==> src/rtl/mydesign_ctrl_pkg.sv <==
// Shared definitions for the mydesign datapath sequencer: state encoding,
// default length width and the idle drive levels of the datapath controls.
package mydesign_ctrl_pkg;

    typedef enum logic [2:0] {
        S_IDLE  = 3'd0,
        S_SH0   = 3'd1,
        S_SH1   = 3'd2,
        S_COUNT = 3'd3,
        S_HOLD  = 3'd4,
        S_DONE  = 3'd5
    } state_e;

    localparam int unsigned LEN_W_DEF = 4;

    // din1 is inverted inside the datapath, so 1 here shifts in a 0
    localparam logic DIN1_IDLE    = 1'b1;
    localparam logic UP1_DN0_IDLE = 1'b1;

endpackage

==> src/rtl/mydesign_ctrl_shadow_cnt.sv <==
// 2-bit up/down counter mirroring the datapath counter; steps every cycle
// and wraps modulo 4.
module mydesign_ctrl_shadow_cnt (
    input  logic       clk,
    input  logic       n_rst,
    input  logic       up1_dn0_i,
    output logic [1:0] cnt_o
);

    logic [1:0] cnt_q;
    logic [1:0] cnt_d;

    always_comb begin
        cnt_d = up1_dn0_i ? cnt_q + 2'd1 : cnt_q - 2'd1;
    end

    always_ff @(posedge clk or negedge n_rst) begin
        if (!n_rst) begin
            cnt_q <= '0;
        end else begin
            cnt_q <= cnt_d;
        end
    end

    assign cnt_o = cnt_q;

endmodule

==> src/rtl/mydesign_seq_ctrl.sv <==
// Command-driven sequencer producing din1/up1_dn0/sel for the mydesign
// datapath: shift a 2-bit pattern, count for len cycles, set sel, pulse done.
module mydesign_seq_ctrl
    import mydesign_ctrl_pkg::*;
#(
    parameter int unsigned LEN_W = LEN_W_DEF
) (
    input  logic             clk,
    input  logic             n_rst,
    input  logic             cmd_valid,
    output logic             cmd_ready,
    input  logic [1:0]       cmd_pattern,
    input  logic             cmd_dir,
    input  logic [LEN_W-1:0] cmd_len,
    input  logic             cmd_inv,
    input  logic             abort,
    output logic             din1,
    output logic             up1_dn0,
    output logic             sel,
    output logic             busy,
    output logic             done,
    output logic             aborted,
    output logic [1:0]       shadow_cnt
);

    state_e           state_q, state_d;
    logic [LEN_W-1:0] cnt_q, cnt_d;
    logic [LEN_W-1:0] len_q;
    logic             pat1_q;
    logic             dir_q;
    logic             inv_q;
    logic             din1_q, up1_dn0_q, sel_q, done_q, aborted_q;
    logic             accept;
    logic             abort_hit;

    assign accept    = (state_q == S_IDLE) && cmd_valid;
    assign abort_hit = abort && (state_q != S_IDLE) && (state_q != S_DONE);

    always_comb begin
        state_d = state_q;
        cnt_d   = cnt_q;
        unique case (state_q)
            S_IDLE:  if (cmd_valid) state_d = S_SH0;
            S_SH0:   state_d = S_SH1;
            S_SH1: begin
                if (len_q != '0) begin
                    state_d = S_COUNT;
                    cnt_d   = len_q;
                end else begin
                    state_d = S_HOLD;
                end
            end
            S_COUNT: begin
                cnt_d = cnt_q - LEN_W'(1);
                if (cnt_q == LEN_W'(1)) state_d = S_HOLD;
            end
            S_HOLD:  state_d = S_DONE;
            S_DONE:  state_d = S_IDLE;
            default: state_d = S_IDLE;
        endcase
        if (abort_hit) state_d = S_IDLE;
    end

    // Outputs are registered from state_d so they line up with the state they
    // belong to. pattern[0] is consumed straight off the command bus on
    // acceptance, so only pattern[1] needs holding.
    always_ff @(posedge clk or negedge n_rst) begin
        if (!n_rst) begin
            state_q   <= S_IDLE;
            cnt_q     <= '0;
            len_q     <= '0;
            pat1_q    <= 1'b0;
            dir_q     <= 1'b0;
            inv_q     <= 1'b0;
            din1_q    <= DIN1_IDLE;
            up1_dn0_q <= UP1_DN0_IDLE;
            sel_q     <= 1'b0;
            done_q    <= 1'b0;
            aborted_q <= 1'b0;
        end else begin
            state_q <= state_d;
            cnt_q   <= cnt_d;
            if (accept) begin
                len_q  <= cmd_len;
                pat1_q <= cmd_pattern[1];
                dir_q  <= cmd_dir;
                inv_q  <= cmd_inv;
            end
            unique case (state_d)
                S_SH0:   din1_q <= ~cmd_pattern[0];
                S_SH1:   din1_q <= ~pat1_q;
                default: din1_q <= DIN1_IDLE;
            endcase
            up1_dn0_q <= (state_d == S_COUNT) ? dir_q : UP1_DN0_IDLE;
            if ((state_d == S_HOLD) && (state_q != S_HOLD)) sel_q <= inv_q;
            done_q    <= (state_d == S_DONE);
            aborted_q <= abort_hit;
        end
    end

    mydesign_ctrl_shadow_cnt u_shadow (
        .clk       (clk),
        .n_rst     (n_rst),
        .up1_dn0_i (up1_dn0_q),
        .cnt_o     (shadow_cnt)
    );

    assign cmd_ready = (state_q == S_IDLE);
    assign busy      = (state_q != S_IDLE);
    assign din1      = din1_q;
    assign up1_dn0   = up1_dn0_q;
    assign sel       = sel_q;
    assign done      = done_q;
    assign aborted   = aborted_q;

endmodule

==> config.mk <==
export PLATFORM = sky130hd
export DESIGN_NAME = mydesign_seq_ctrl
export DESIGN_NICKNAME = d
export VERILOG_FILES = /design/src/rtl/mydesign_ctrl_pkg.sv /design/src/rtl/mydesign_ctrl_shadow_cnt.sv /design/src/rtl/mydesign_seq_ctrl.sv
export SDC_FILE = /design/constraint.sdc
export NUM_CORES = 1
export LEC_CHECK = 0
export CORE_AREA = 5 5 51 53
export CTS_BUF_LIST = sky130_fd_sc_hd__clkbuf_4
export DETAILED_ROUTE_END_ITERATION = 16
export DIE_AREA = 0 0 56 58
export GPL_ROUTABILITY_DRIVEN = 1
export PLACE_DENSITY = 0.73
export SYNTH_ARGS = -nofsm -noshare
export SYNTH_HDL_FRONTEND = slang
export SYNTH_SLANG_ARGS = --single-unit
==> constraint.sdc <==
create_clock -name clk -period 4.02 [get_ports clk]
set_clock_uncertainty 0.15 [all_clocks]
set_input_delay 0.804 -clock clk [delete_from_list [all_inputs] [get_ports clk]]
set_output_delay 0.804 -clock clk [all_outputs]
set_load 0.05 [all_outputs]
Word-level counts from Yosys, hierarchy flattened
Cells that the tools add are included.
Cells by class
  $add $sub $neg: 3
  equal/unequal tests: 13
  muxes and demuxes: 10
  bitwise gates (word level): 2
  reduce and logical (&&, ||, !) cells: 9
Operator list (count)
  case mux 3 bit (5 select lines): 1
  equality test 3 x 2 -> 1 bit (second input constant): 4
  two-way mux 3 bit: 4
  equality test 3 bit (second input constant): 3
  case mux 4 bit (2 select lines): 1
  equality test 3 x 1 -> 1 bit (second input constant): 2
  inequality test 3 bit (second input constant): 2
  equality test 4 x 1 -> 1 bit (second input constant): 1
  logical AND 1 bit: 4
  two-way mux 4 bit: 1
  nonzero test 4 bit: 1
  subtractor 4 x 1 -> 4 bit (second input constant): 1
  logical NOT 3 bit: 1
  nonzero test 3 bit: 1
  adder 2 x 1 -> 2 bit (second input constant): 1
  two-way mux 2 bit: 1
  inequality test 2 bit (second input constant): 1
  NOT 1 bit: 2
  case mux 1 bit (2 select lines): 1
  AND reduction 2 bit: 1
  nonzero test 2 bit: 1
  subtractor 2 x 1 -> 2 bit (second input constant): 1
  two-way mux 1 bit: 1
Storage, ports and cells
  bits in registers: 21
  input bits: 12
  logic and storage cells: 49

Logic depth before layout (Yosys ltp)
Gate-level depths: netlist of run 1.
  depth after elaboration: 6
  mapped depth: 7

Cells and area by module
Synthesis of run 1 repeated with hierarchy kept, for this count alone.
Unflattened totals
  cell total of the unflattened synthesis: 89
  area total of the unflattened synthesis: 1033.5 um^2
Modules (own cells, without submodules)
  mydesign_seq_ctrl: instances 1, cells each 85, area each 957.2 um^2, seq. area each 478.0 um^2
  mydesign_ctrl_shadow_cnt: instances 1, cells each 4, area each 76.3 um^2, seq. area each 50.0 um^2

Worst setup path after synthesis of run 1
OpenSTA, ideal clock, no wires.
  kind: reg-to-output
  from: register state_q[0]
  to: output busy
  arrival time: 1.968 ns
  required time: 3.066 ns
  setup slack: 1.098 ns
  cell stages (with the launch flop): 4
  path buffers: 0
  cells stage by stage: dfrtp_1 > or2_2 > nor2_1 > inv_1
On the way
  word-level cells in the longest chain between the ends: 1
RTL lines
  start: declaration: RTL line mydesign_seq_ctrl.sv:26  | state_e state_q, state_d;
  start signal: assignment: RTL line mydesign_seq_ctrl.sv:81  | state_q <= state_d;
  nonzero test 3 bit: RTL line mydesign_seq_ctrl.sv:109  | assign busy = (state_q != S_IDLE);
  end: declaration: RTL line mydesign_seq_ctrl.sv:20  | output logic busy,
No other way between the ends.

Worst setup path after layout of run 1
  from: register state_q[0]
  to: output cmd_ready
On the way
  word-level cells in the longest chain between the ends: 1
RTL lines
  logical NOT 3 bit: RTL line mydesign_seq_ctrl.sv:108  | assign cmd_ready = (state_q == S_IDLE);
  end: declaration: RTL line mydesign_seq_ctrl.sv:11  | output logic cmd_ready,
No other way between the ends.

==> results of run 1 <==
==> per-layer routing <==
layer / part of all wire / wire, um
met5: 0 / 0
met4: 0.021 / 36
met3: 0.045 / 78
met2: 0.49 / 852
met1: 0.44 / 767
==> worst max-delay path, delay by kind of cell (launching register included) <==
kind | cells | cell delay [ps]
buf+inv | 1 | 870
simple gates | 2 | 640
flops | 1 | 550
==> final timing paths <==
| path | startpoint | endpoint |
|---|---|---|
| hold reg to reg | u_shadow.cnt_o[0] | u_shadow.cnt_o[0] |
| setup reg to reg | state_q[0] | len_q[1] |
| min in group asynchronous | n_rst | pat1_q |
| max in group asynchronous | n_rst | cnt_q[2] |
| setup / recovery | state_q[0] | cmd_ready |
| hold / removal | u_shadow.cnt_o[0] | u_shadow.cnt_o[0] |
==> registers in the layout, summed over array words and instances (netlist names) <==
| register | cells |
|---|---|
| len_q | 4 |
| cnt_q | 4 |
| pat1_q | 1 |
| aborted | 1 |
| inv_q | 1 |
| din1 | 1 |
| sel | 1 |
| dir_q | 1 |
| u_shadow.cnt_o | 2 |
| done | 1 |
| state_q | 3 |
| up1_dn0 | 1 |
==> through the flow <==
step / hold WS, ps / power [mW] / setup WS (ps) / cells
after floorplan: 282 / 0.697 / 1100 / 87
after global placement: 299 / 0.807 / 1090 / 131
after detailed placement: 307 / 0.820 / 1070 / 131
after CTS: 335 / 0.926 / 717 / 135
after global routing: 351 / 0.986 / 611 / 135
final: 324 / 0.917 / 717 / 135
==> cell usage after synthesis (2+ instances only) <==
cell,count
sky130_fd_sc_hd__clkbuf_1,2
sky130_fd_sc_hd__o221ai_1,2
sky130_fd_sc_hd__dfstp_2,2
sky130_fd_sc_hd__nor3b_1,2
sky130_fd_sc_hd__ha_1,2
sky130_fd_sc_hd__nand3_1,2
sky130_fd_sc_hd__xor2_1,2
sky130_fd_sc_hd__a21oi_1,4
sky130_fd_sc_hd__mux2_1,3
sky130_fd_sc_hd__dfrtp_1,19
sky130_fd_sc_hd__buf_2,2
sky130_fd_sc_hd__mux2_2,6
sky130_fd_sc_hd__o21a_1,3
sky130_fd_sc_hd__nor2_1,3
sky130_fd_sc_hd__inv_1,4
sky130_fd_sc_hd__nand2_1,5
sky130_fd_sc_hd__a22oi_1,4
==> report_power, final <==
part           switching, mW  total [mW]  internal [mW]
Clock                 0.0600       0.105         0.0454
Sequential            0.0865       0.384          0.298
Combinational          0.241       0.428          0.186
Total                  0.388       0.917          0.529
==> cells by family (layout without fill, tap and decap cells) <==
logic type | after synthesis | after routing | synth area share
buffers and inverters | 8 | 28 | 0.0325
multiplexers | 10 | 10 | 0.111
flip-flops | 21 | 21 | 0.528
XOR/XNOR | 3 | 3 | 0.0263
AND/OR/NAND/NOR | 25 | 25 | 0.150
AO/OA/AOI/OAI | 18 | 18 | 0.128
adder cells (fa/ha/maj) | 2 | 2 | 0.0250
==> layout make-up <==
cell class | count | area, sq um
fillers | 168 | 857
flip-flops and latches | 21 | 528
multi-input cells | 58 | 440
repair buffers | 20 | 200
well taps | 28 | 35.0
clock buffers | 4 | 30.0
inverters | 4 | 15.0
==> results.py, run 1 <==
metrics = {
    "global_routing": {
        "wire_length_of_the_first_global_routing_pass_um": 3150,
        "grt_overflow": 0,
        "antenna_found_initial": 0,
        "grt_util_met3": 0.0356,
        "grt.met2_usage": 0.207,
        "gr-usage-all-layers": 0.121,
        "globalRouteMet1Util": 0.139,
        "grt_pass1_vias": 737,
        "grt_max_degree": 22,
        "grt_most_used_layer": "met2",
    },
    "critical_path": {
        "crit_arrival_ps": 2350,
        "crit_chain": "or2_2 -> nor2_1 -> clkdlybuf4s50_1",
        "crit_path_top_delay_cell": "sky130_fd_sc_hd__clkdlybuf4s50_1",
        "path_max_fanout": 15,
        "cp-end-kind": "output port",
        "worst_stage_delay_on_the_critical_path_ps": 870,
        "r2r_setup_slack_ps": 1840,
        "worstPathRequired_ps": 3070,
        "timing.reg2reg.worst_path_depth": 4,
        "timing_worst_setup_path_type": "flip-flop to output port",
        "startpoint_type": "flip-flop",
    },
    "clocking": {
        "clock-sinks": 21,
        "cts_max_path_buffers": 2,
        "worst_skew_pair.late_latency_ps": 290,
        "clk_pin_slew_worst_paths_ps": 110,
        "cts_hold_buf": 0,
        "cts_tree": "done",
        "clock_tree.htree_level_count": 1,
        "tritoncts.num_buffers": 3,
        "ctsRootBufferMaster": "sky130_fd_sc_hd__clkbuf_4",
        "cts.repair_timing.setup_buffer_count": 0,
        "cts.repair.resized": 0,
    },
    "sta": {
        "unrepaired_setup_endpoints_after_global_routing": "false",
        "maxClockFrequency_mhz": 303,
        "worst_pin_slew_ps": 871,
        "post-route-min-period_ps": 3300,
        "fin_setup_tns_ps": 0,
        "timing.final.setup_violations": 0,
        "final-max-slew-violation-count": 0,
        "final.period_utilization": 0.822,
        "report.final.hold_viol_count": 0,
        "max-slew-margin-rel": 0.417,
    },
    "worst_hold_path": {
        "whs_path_depth": 1,
        "timing.hold.worst.class": "flip-flop to flip-flop",
    },
    "finish": {
        "antennaDiodeCount": 0,
        "final_design_area_no_fill_sq_um": 1250,
        "drive_gt1_frac": 0.150,
        "nets": 122,
        "syn_to_final_growth_pct": 24.8,
        "layout.cells.most_common_list": "sky130_fd_sc_hd__clkdlybuf4s50_1, sky130_fd_sc_hd__dfrtp_1, sky130_fd_sc_hd__mux2_2",
        "final_core_util": 0.593,
        "layout.cells.most_common": "sky130_fd_sc_hd__clkdlybuf4s50_1",
    },
    "die": {
        "num_rows": 17,
        "core-area_sq_um": 2110,
        "initial_core_util": 0.475,
        "ios": 21,
        "die_y_um": 58,
        "area_of_the_die_sq_um": 3250,
        "die_w_um": 56,
    },
    "yosys": {
        "synth_cell_types": 37,
        "ranking_of_synthesized_cells_by_area": "sky130_fd_sc_hd__dfrtp_1, sky130_fd_sc_hd__mux2_2, sky130_fd_sc_hd__dfstp_2",
        "yosysTopAreaCellShare": 0.475,
        "syn-num-nets": 101,
        "netlist_area_sq_um": 1000,
        "yosysWarningCount": 0,
        "postSynthCellCount": 87,
        "synth_top_flop_cell": "sky130_fd_sc_hd__dfrtp_1",
        "yosys_register_bits": 21,
        "seq_area_frac_synth": 0.528,
        "post-synth-top-area-cell": "sky130_fd_sc_hd__dfrtp_1",
        "synth-edff-count": 0,
        "post_synth.cell_area_avg_sq_um": 11.5,
        "synth_async_sr_flop_share": 1.00,
    },
    "drt": {
        "route.detailed.drc": 0,
        "avgRoutedWirePerCell_um": 12.8,
        "route.vias.total": 717,
        "drt_pass1_iterations": 4,
        "finalWirelength_um": 1730,
        "viasPerCell": 5.31,
        "first_iter_violations": 9,
        "antenna_left": 0,
    },
    "place": {
        "gp_congestion": 0.793,
        "placed_cell_area_sq_um": 1220,
        "portBuffers": 20,
    },
    "pwr": {
        "cellPowerDensity_nw_per_um2": 734,
        "max-vdd-ir-drop_v": 0.000406,
        "power.static_leakage_nw": 0.525,
    },
    "outcome": {
        "outcome": "finished clean",
    },
    "job": {
        "drv.max_cap_violation_count": 0,
    },
}
No activity file was read; power rests on OpenSTA's default activity.
==> run 2: changes to the inputs <==
==> constraint.sdc (replaced) <==
create_clock -name clk -period 3.26 [get_ports clk]
set_clock_uncertainty 0.15 [all_clocks]
set_input_delay 0.652 -clock clk [delete_from_list [all_inputs] [get_ports clk]]
set_output_delay 0.652 -clock clk [all_outputs]
set_load 0.05 [all_outputs]
==> results.py, run 2 (synthesis results as in run 1) <==
metrics = {
    "sta": {
        "unrepaired_setup_endpoints_after_global_routing": "false",
        "report.final.hold_viol_count": 0,
        "timing.final.setup_violations": 0,
        "worst_pin_slew_ps": 889,
        "post-route-min-period_ps": 3090,
        "fin_setup_tns_ps": 0,
        "timing.hold.ws_ps": 327,
        "maxClockFrequency_mhz": 323,
        "final.period_utilization": 0.948,
        "final-max-slew-violation-count": 0,
        "max-slew-margin-rel": 0.406,
    },
    "worst_hold_path": {
        "hold_path_startpoint": "u_shadow.cnt_o[0]",
        "timing.hold.worst.class": "flip-flop to flip-flop",
        "timing.hold.worst_endpoint": "u_shadow.cnt_o[0]",
        "whs_path_depth": 1,
    },
    "finish": {
        "filler_free_cell_count_of_the_finished_design": 135,
        "final_design_area_no_fill_sq_um": 1250,
        "nets": 122,
        "syn_to_final_growth_pct": 25.0,
        "layout.cells.most_common_list": "sky130_fd_sc_hd__dfrtp_1, sky130_fd_sc_hd__clkdlybuf4s50_1, sky130_fd_sc_hd__mux2_2",
        "top_regs": "cnt_q: 4 flops, len_q: 4 flops, state_q: 3 flops",
        "drive_gt1_frac": 0.150,
        "antennaDiodeCount": 0,
    },
    "outcome": {
        "outcome": "finished clean",
    },
    "drt": {
        "route.detailed.drc": 0,
        "finalWirelength_um": 1730,
        "avgRoutedWirePerCell_um": 12.8,
        "viasPerCell": 5.19,
        "first_iter_violations": 4,
        "route.vias.total": 700,
        "antenna_left": 0,
        "drt_pass1_iterations": 4,
    },
    "global_routing": {
        "wire_length_of_the_first_global_routing_pass_um": 3110,
        "grt_max_degree": 22,
        "grt_pass1_vias": 708,
        "gr-usage-all-layers": 0.122,
        "antenna_found_initial": 0,
        "grt_overflow": 0,
    },
    "place": {
        "detailedPlacementHpwl_um": 1310,
        "place.detailed.instances": 131,
        "portBuffers": 20,
        "placed_cell_area_sq_um": 1220,
        "gp_congestion": 0.793,
    },
    "critical_path": {
        "startpoint_type": "flip-flop",
        "r2r_setup_slack_ps": 1080,
        "path_max_fanout": 15,
        "timing.reg2reg.worst_path_depth": 4,
        "critical_path.reg2reg.startpoint": "state_q[0]",
        "timing_worst_setup_path_type": "flip-flop to output port",
        "crit_chain": "or2_2 -> nor2_1 -> inv_1 -> clkdlybuf4s50_1",
        "crit_buf_inv": 2,
        "critical-path-top-delay-family": "buffers and inverters",
        "cp-end-kind": "output port",
        "critical_path.reg2reg.endpoint": "len_q[2]",
        "crit_arrival_ps": 2290,
        "worstPathRequired_ps": 2460,
        "worst_stage_delay_on_the_critical_path_ps": 710,
        "crit_path_top_delay_cell": "sky130_fd_sc_hd__clkdlybuf4s50_1",
    },
    "die": {
        "initial_core_util": 0.475,
        "num_rows": 17,
        "die_w_um": 56,
        "die_y_um": 58,
        "ios": 21,
        "core-area_sq_um": 2110,
        "area_of_the_die_sq_um": 3250,
    },
    "clocking": {
        "cts_max_path_buffers": 2,
        "clock-sinks": 21,
        "clk_pin_slew_worst_paths_ps": 110,
        "ctsRootBufferMaster": "sky130_fd_sc_hd__clkbuf_4",
        "cts_hold_buf": 0,
        "tritoncts.num_buffers": 3,
        "clock_tree.htree_level_count": 1,
        "cts_tree": "done",
        "worst_skew_pair.late_latency_ps": 300,
    },
    "pwr": {
        "p_switching_mw": 0.477,
        "power.share.combinational": 0.465,
        "cellPowerDensity_nw_per_um2": 902,
        "max-vdd-ir-drop_v": 0.000527,
        "pwr-share-seq": 0.420,
        "power.static_leakage_nw": 0.533,
        "internal_pwr_total_mw": 0.651,
        "pwr-share-clk": 0.115,
        "swShare": 0.423,
    },
    "job": {
        "drv.max_cap_violation_count": 0,
    },
}
-- run 2: changes by cell type in the layout (fill, tap and decap cells not counted) --
cell	change
sky130_fd_sc_hd__clkdlybuf4s50_1	-1
sky130_fd_sc_hd__dlymetal6s2s_1	+1
-- run 2: worst reg2reg max path, stage by stage (launching register included) --
cell and delay (ps):
sky130_fd_sc_hd__dfrtp_1 540, sky130_fd_sc_hd__or2_2 390, sky130_fd_sc_hd__nor2_1 250, sky130_fd_sc_hd__and2_1 360, sky130_fd_sc_hd__mux2_2 370
-- run 2: metal layers --
| layer | global-route usage | up-vias | share of wire |
|---|---|---|---|
| met5 | 0 | - | 0 |
| met2 | 0.199 | 12 | 0.49 |
| met3 | 0.0356 | 4 | 0.049 |
| li1 | - | 354 | - |
| met1 | 0.144 | 330 | 0.43 |
| met4 | 0.0712 | 0 | 0.021 |
-- run 2: worst max-delay path by stage --
stage                    start  cells after the start  slack [ps]         to
finish              state_q[0]                      4         170       busy
floorplan           state_q[0]                      3         490       busy
detailed placement  state_q[0]                      3         450  cmd_ready
CTS                 state_q[0]                      3         100  cmd_ready
global route        state_q[0]                      4          30       busy
global placement    state_q[0]                      3         490  cmd_ready
-- run 2: power by group through the flow --
| stage | Clock, mW | Combinational (mW) | Sequential [mW] |
|---|---|---|---|
| floorplan | 0 | 0.338 | 0.522 |
| global placement | 0 | 0.522 | 0.473 |
| detailed placement | 0 | 0.530 | 0.479 |
| CTS | 0.136 | 0.532 | 0.473 |
| global route | 0.149 | 0.575 | 0.493 |
| finish | 0.130 | 0.525 | 0.474 |
-- run 2: stage by stage --
| stage | setup slack (ps) | utilization | power (mW) |
|---|---|---|---|
| after floorplan | 490 | - | 0.859 |
| after global placement | 487 | 0.579 | 0.995 |
| after detailed placement | 448 | 0.579 | 1.01 |
| after CTS | 96.4 | 0.593 | 1.14 |
| after global routing | 33.7 | 0.594 | 1.22 |
| final | 169 | 0.594 | 1.13 |
-- run 2: repair_timing --
item	4_1_cts	5_1_grt
endpoints found under the hold margin	0	0
setup endpoints to repair	0	1
gates resized for setup	0	1
buffers inserted	0	0
-- run 2: cell type report --
type                    instances  area [sq um]
fillers                       168           855
flip-flops and latches         21           528
multi-input cells              58           440
repair buffers                 20           203
well taps                      28          35.0
clock buffers                   4          30.0
inverters                       4          15.0
